$ cat src/rtl/adder63_arbiter_if.sv
// Request/response bundle for the shared 63-bit adder: two valid/ready request ports
// and one registered, id-tagged response port.
interface adder63_arbiter_if;
  logic        req0_valid;
  logic        req0_ready;
  logic [62:0] req0_a;
  logic [61:0] req0_b;
  logic        req1_valid;
  logic        req1_ready;
  logic [62:0] req1_a;
  logic [61:0] req1_b;
  logic        rsp_valid;
  logic        rsp_ready;
  logic [63:0] rsp_sum;
  logic        rsp_id;

  // Requesters plus response consumer.
  modport master (
    output req0_valid, req0_a, req0_b,
    output req1_valid, req1_a, req1_b,
    output rsp_ready,
    input  req0_ready, req1_ready,
    input  rsp_valid, rsp_sum, rsp_id
  );

  // The arbitrated adder.
  modport slave (
    input  req0_valid, req0_a, req0_b,
    input  req1_valid, req1_a, req1_b,
    input  rsp_ready,
    output req0_ready, req1_ready,
    output rsp_valid, rsp_sum, rsp_id
  );
endinterface

$ cat src/rtl/adder63_arbiter.sv
// One unsigned 63-bit adder shared by two valid/ready requesters, round-robin or
// fixed-priority arbitration, one-deep registered response with requester id.
module adder63_arbiter #(
  parameter bit          FAIR_RR = 1'b1,
  parameter int unsigned CNT_W   = 16
) (
  input  logic                 clk,
  input  logic                 rst_n,
  adder63_arbiter_if.slave     bus,
  output logic [CNT_W-1:0]     op_count
);

  logic             rsp_valid_q, rsp_valid_d;
  logic [63:0]      rsp_sum_q, rsp_sum_d;
  logic             rsp_id_q, rsp_id_d;
  logic             last_grant_q, last_grant_d;
  logic [CNT_W-1:0] op_count_q, op_count_d;

  logic             can_accept;
  logic             grant0, grant1;
  logic             accept;
  logic [63:0]      sum0, sum1;

  // B is one bit narrower than A, so the 64-bit result can never overflow.
  assign sum0 = {1'b0, bus.req0_a} + {2'b00, bus.req0_b};
  assign sum1 = {1'b0, bus.req1_a} + {2'b00, bus.req1_b};

  always_comb begin
    can_accept = ~rsp_valid_q | bus.rsp_ready;
    grant0     = 1'b0;
    grant1     = 1'b0;
    if (bus.req0_valid && bus.req1_valid) begin
      // Tie: round-robin hands it to the port that did not win last.
      grant0 = FAIR_RR ? last_grant_q : 1'b1;
      grant1 = ~grant0;
    end else begin
      grant0 = bus.req0_valid;
      grant1 = bus.req1_valid;
    end
    accept = can_accept & (grant0 | grant1);

    rsp_valid_d  = rsp_valid_q & ~bus.rsp_ready;
    rsp_sum_d    = rsp_sum_q;
    rsp_id_d     = rsp_id_q;
    last_grant_d = last_grant_q;
    op_count_d   = op_count_q;

    if (rsp_valid_q && bus.rsp_ready) begin
      op_count_d = op_count_q + CNT_W'(1);
    end
    if (accept) begin
      rsp_valid_d  = 1'b1;
      rsp_id_d     = grant1;
      rsp_sum_d    = grant1 ? sum1 : sum0;
      last_grant_d = grant1;
    end
  end

  always_ff @(posedge clk) begin
    if (!rst_n) begin
      rsp_valid_q  <= 1'b0;
      rsp_sum_q    <= '0;
      rsp_id_q     <= 1'b0;
      last_grant_q <= 1'b1;
      op_count_q   <= '0;
    end else begin
      rsp_valid_q  <= rsp_valid_d;
      rsp_sum_q    <= rsp_sum_d;
      rsp_id_q     <= rsp_id_d;
      last_grant_q <= last_grant_d;
      op_count_q   <= op_count_d;
    end
  end

  assign bus.req0_ready = can_accept & grant0 & rst_n;
  assign bus.req1_ready = can_accept & grant1 & rst_n;
  assign bus.rsp_valid  = rsp_valid_q;
  assign bus.rsp_sum    = rsp_sum_q;
  assign bus.rsp_id     = rsp_id_q;
  assign op_count       = op_count_q;

endmodule

$ cat src/flat_wrapper.sv
// flat-port wrapper written by rule: the top's interface ports become plain ports
module adder63_arbiter_flat 
#(
  parameter bit          FAIR_RR = 1'b1,
  parameter int unsigned CNT_W   = 16
)
  (clk, rst_n, op_count, bus_req0_valid, bus_req0_a, bus_req0_b, bus_req1_valid, bus_req1_a, bus_req1_b, bus_rsp_ready, bus_req0_ready, bus_req1_ready, bus_rsp_valid, bus_rsp_sum, bus_rsp_id);
  adder63_arbiter_if bus_i ();
  input  logic clk;
  input  logic rst_n;
  output logic [CNT_W-1:0] op_count;
  input wire logic [$bits(bus_i.req0_valid)-1:0] bus_req0_valid;
  input wire logic [$bits(bus_i.req0_a)-1:0] bus_req0_a;
  input wire logic [$bits(bus_i.req0_b)-1:0] bus_req0_b;
  input wire logic [$bits(bus_i.req1_valid)-1:0] bus_req1_valid;
  input wire logic [$bits(bus_i.req1_a)-1:0] bus_req1_a;
  input wire logic [$bits(bus_i.req1_b)-1:0] bus_req1_b;
  input wire logic [$bits(bus_i.rsp_ready)-1:0] bus_rsp_ready;
  output wire logic [$bits(bus_i.req0_ready)-1:0] bus_req0_ready;
  output wire logic [$bits(bus_i.req1_ready)-1:0] bus_req1_ready;
  output wire logic [$bits(bus_i.rsp_valid)-1:0] bus_rsp_valid;
  output wire logic [$bits(bus_i.rsp_sum)-1:0] bus_rsp_sum;
  output wire logic [$bits(bus_i.rsp_id)-1:0] bus_rsp_id;
  assign bus_i.req0_valid = bus_req0_valid;
  assign bus_i.req0_a = bus_req0_a;
  assign bus_i.req0_b = bus_req0_b;
  assign bus_i.req1_valid = bus_req1_valid;
  assign bus_i.req1_a = bus_req1_a;
  assign bus_i.req1_b = bus_req1_b;
  assign bus_i.rsp_ready = bus_rsp_ready;
  assign bus_req0_ready = bus_i.req0_ready;
  assign bus_req1_ready = bus_i.req1_ready;
  assign bus_rsp_valid = bus_i.rsp_valid;
  assign bus_rsp_sum = bus_i.rsp_sum;
  assign bus_rsp_id = bus_i.rsp_id;
  adder63_arbiter #(.FAIR_RR(FAIR_RR), .CNT_W(CNT_W)) u_core (.clk(clk), .rst_n(rst_n), .bus(bus_i), .op_count(op_count));
endmodule
$ cat config.mk
export PLATFORM = sky130hd
export DESIGN_NAME = adder63_arbiter_flat
export DESIGN_NICKNAME = d
export VERILOG_FILES = /design/src/rtl/adder63_arbiter_if.sv /design/src/rtl/adder63_arbiter.sv /design/src/flat_wrapper.sv
export SDC_FILE = /design/constraint.sdc
export NUM_CORES = 1
export LEC_CHECK = 0
export BUFFER_PORTS_ARGS = -buffer_cell sky130_fd_sc_hd__buf_2
export CORE_ASPECT_RATIO = 0.7
export CORE_UTILIZATION = 54
export CTS_CLUSTER_DIAMETER = 50
export DETAILED_ROUTE_END_ITERATION = 10
export MAX_ROUTING_LAYER = met4
export PLACE_DENSITY = 0.92
export REMOVE_ABC_BUFFERS = 1
export SETUP_SLACK_MARGIN = 0.3
export SYNTH_ARGS = -nofsm -noshare
export SYNTH_HDL_FRONTEND = slang
export SYNTH_SLANG_ARGS = --single-unit
$ cat constraint.sdc
create_clock -name clk -period 3.1 [get_ports clk]
set_clock_uncertainty 0.05 [all_clocks]
set_input_delay 0.155 -clock clk [delete_from_list [all_inputs] [get_ports clk]]
set_output_delay 0.155 -clock clk [all_outputs]
set_load 0.02 [all_outputs]
==> metrics <==
status finished, final reports clean; internal power 2880 µW; Worst Setup End Kind flop; drt total wl 43.8 mm; Hold WC Path Type primary input to flop; Port Buffer Count about 340; Logic pwr share 55.5%; syn_area_per_cell around 7 µm²; relative slew slack 47.2%; drc violations 0; number of global-route vias before repair 12400; YS warnings 0; Final Hold Fails 0; critical path data required time 3340 ps; Hold WS 154 ps; routability cong. 1.02; area grow syn2layout 24.8%; fin area around 14000 µm²; Die H 122 µm; CP max stage delay 460 ps; CP most frequent cell a21oi_1; Unique masters post-synth 86; DRT antenna net count 0; largest net degree at the start of global routing 72; Final Power between 5000 and 6000 µW; Max clock buf depth 2; CP bufs+invs 2; Worst-Skew Late Latency 360 ps; Die ar. ~21000 µm²; number of flops mapped to enable cells by yosys 0; Setup crit start kind primary input; crit path kind primary input to flop; Max VDD drop approximately 0.25 mV; clock network fraction of total power 20.5%; CORE AREA roughly 20000 µm²; TritonCTS Buffers 9; fin crit share 87.7%; Iter 0 DRT Violations 1633; fin util 69.4%; Final nets 2296; Routed WL per cell 20.0 µm; routed vias 14000; maximum clock frequency 0.368 GHz; switching part of the total 45.1%; htree depth 3; via/cell ratio 6.38; CTS tree built; GR Layer Usage met3 8.80%; n_diodes 0; Pins Over Slew Limit 0; Reg power frac around a quarter; critical path arrival 2960 ps; drt first pass iters 6; share of cells above drive strength 1 25.7%; Clock Tree Root clkbuf_16; Crit-path slowest cell ha_1; Net Sw Power 2360 µW; #FFs+latches synth 83; min Tclk post-route 2720 ps; area of the mapped netlist 11100 µm²; global route hottest layer met1; CTS Sinks 83; I/O pin cnt about 340; ys async rst share 0%; FILL cells 1753; maxcap violations 0; critical-path cell list buf_2 -> ha_1 -> nand2_1 -> o211ai_1 -> a21oi_1 -> nor4_2 -> a21oi_2 -> o2111ai_1 -> a21o_1 -> buf_4 -> xor2_1 -> o221ai_1 -> a21oi_1; total track usage 41.2%; Rows 43; hpwl dp around 36 mm; initial antenna violation count 0; Seq/Total Area, Yosys 15.0%; RSZ-0062 raised after global routing true; Place WS -61.8 ps; Slew @ Worst Pin 788 ps; Mapped Cells 1560; first-pass GRT wire length 67.0 mm; crit-path leading delay family compound AO/OA/AOI/OAI gates; initial core utilization 55.7%; total congestion overflow 0; grt met1 use 60.1%; PwrDens 378 nW/µm²; DIE WIDTH 173 µm; Leak Pwr 0.00658 µW; Final Setup Violations 0; DP Area around 13000 µm²; met2 GRT Util 55.6%; final worst slack 381 ps; crit-path max FO 7; clock slew at reported path FFs 70 ps; Main synth FF type dfxtp_1
==> cell type report <==
class                           instances  area, µm²  share of cell area [%]
Multi-Input combinational cell       1370       9160                    66.1
Timing Repair Buffer                  417       2280                    16.5
Sequential cell                        83       1660                    12.0
Tap cell                              270        338                    2.44
Clock buffer                            9        225                    1.62
Inverter                               33        124                   0.894
Clock inverter                          7       63.8                   0.460
==> per-stage QoR <==
| step | setup TNS, ps | cells |
|---|---|---|
| finish | 0 | 2189 |
| floorplan | -63050 | 1486 |
| detailed placement | -185 | 2172 |
| global route | 0 | 2189 |
| global placement | 0 | 2172 |
| CTS | 0 | 2188 |
==> per-layer routing <==
layer	wire length [µm]	share of wire [%]
met3	5740	13
met5	0	0
met1	19700	45
met4	1250	2.8
met2	17100	39
==> synthesized netlist by cell type, drive strengths merged, types with 4 or more instances <==
master / n / share of area, %
or3: 22 / 1.3
o211ai: 28 / 1.9
o21bai: 21 / 1.4
a21oi: 186 / 8.4
and2: 21 / 1.2
a221o: 4 / 0.36
inv: 33 / 1.1
nor2: 131 / 4.4
mux2i: 6 / 0.54
o21ai: 131 / 6.1
xnor2: 60 / 4.7
a21o: 74 / 5.0
nor3: 39 / 1.9
a211oi: 34 / 2.4
and4: 4 / 0.32
o22ai: 5 / 0.28
buf: 11 / 0.47
xor2: 46 / 3.6
clkbuf: 63 / 2.1
o31ai: 6 / 0.41
ha: 125 / 14
a31o: 4 / 0.32
nand2b: 11 / 0.62
nor2b: 14 / 0.79
a21boi: 11 / 0.74
a31oi: 29 / 1.7
a211o: 5 / 0.39
a311oi: 15 / 1.2
nand3: 36 / 1.7
o221ai: 7 / 0.55
o21a: 19 / 1.3
nor4: 4 / 0.28
nor3b: 5 / 0.38
dfxtp: 83 / 15
and3: 23 / 1.3
nand4: 29 / 1.6
nand2: 166 / 5.6
==> what timing repair did <==
| action | in CTS | in global routing |
|---|---|---|
| setup buffers | 0 | 1 |
| gates resized for setup | 0 | 30 |
| hold buffers | 0 | 0 |
| setup endpoints to repair | 0 | 23 |
==> power groups by stage <==
stage	combinational, µW	sequential, µW	clock [µW]
after floorplan	1610	1400	0
after global placement	2730	1270	0
after detailed placement	2760	1280	0
after CTS	2780	1250	1080
after global routing	3110	1260	1120
final	2910	1260	1070
==> tightest hold or removal path, cell delays in order <==
cell	delay, ps
buf_2	130
nor2_1	80
a21oi_1	150
==> worst paths after layout <==
path | cells past startpoint | slack, ps | start | endpoint
max reg2reg | 7 | 840 | u_core.bus.rsp_valid | u_core.bus.rsp_sum[36]
min | 3 | 150 | bus_req0_valid | u_core.bus.rsp_valid
min reg2reg | 2 | 410 | u_core.bus.rsp_sum[2] | u_core.bus.rsp_sum[2]
max | 13 | 380 | bus_req1_b[16] | u_core.bus.rsp_sum[49]
==> placed cells by master, fill, tap and decap left out, types with 6 or more instances in the layout <==
cell type	Yosys	routed
buf_2	6	338
a21oi_1	186	179
nand2_1	166	166
nor2_1	131	130
ha_1	125	121
o21ai_0	111	107
dfxtp_1	83	83
buf_4	1	79
a21o_1	74	74
xnor2_1	60	60
xor2_1	46	46
nor3_1	38	37
nand3_1	35	35
inv_1	33	32
a211oi_1	32	31
nand4_1	29	29
o211ai_1	27	27
a31oi_1	28	27
and3_1	22	22
o21bai_1	21	21
or3_1	21	21
o21a_1	19	19
o21ai_1	15	16
and2_1	17	16
nor2b_1	14	14
a311oi_1	14	13
nand2b_1	11	11
clkbuf_16	0	9
o21ai_2	5	8
a21oi_2	0	7
a21boi_0	8	7
o221ai_1	7	7
o31ai_1	6	6
mux2i_1	6	6
==> state kept, by name, summed over array words and instances (netlist names) <==
signal / flops
u_core.last_grant_q: 1
u_core.bus.rsp_sum: 64
u_core.bus.rsp_id: 1
u_core.bus.rsp_valid: 1
u_core.op_count: 16
==> logic make-up after synthesis <==
logic type	after synthesis	synth area share (%)
flip-flops	83	15.0
buffers and inverters	107	3.73
XOR/XNOR	106	8.36
AND/OR/NAND/NOR	515	22.1
multiplexers	8	0.743
AO/OA/AOI/OAI	614	35.7
adder cells (fa/ha/maj)	127	14.4
No activity file was read; power rests on OpenSTA's default activity.
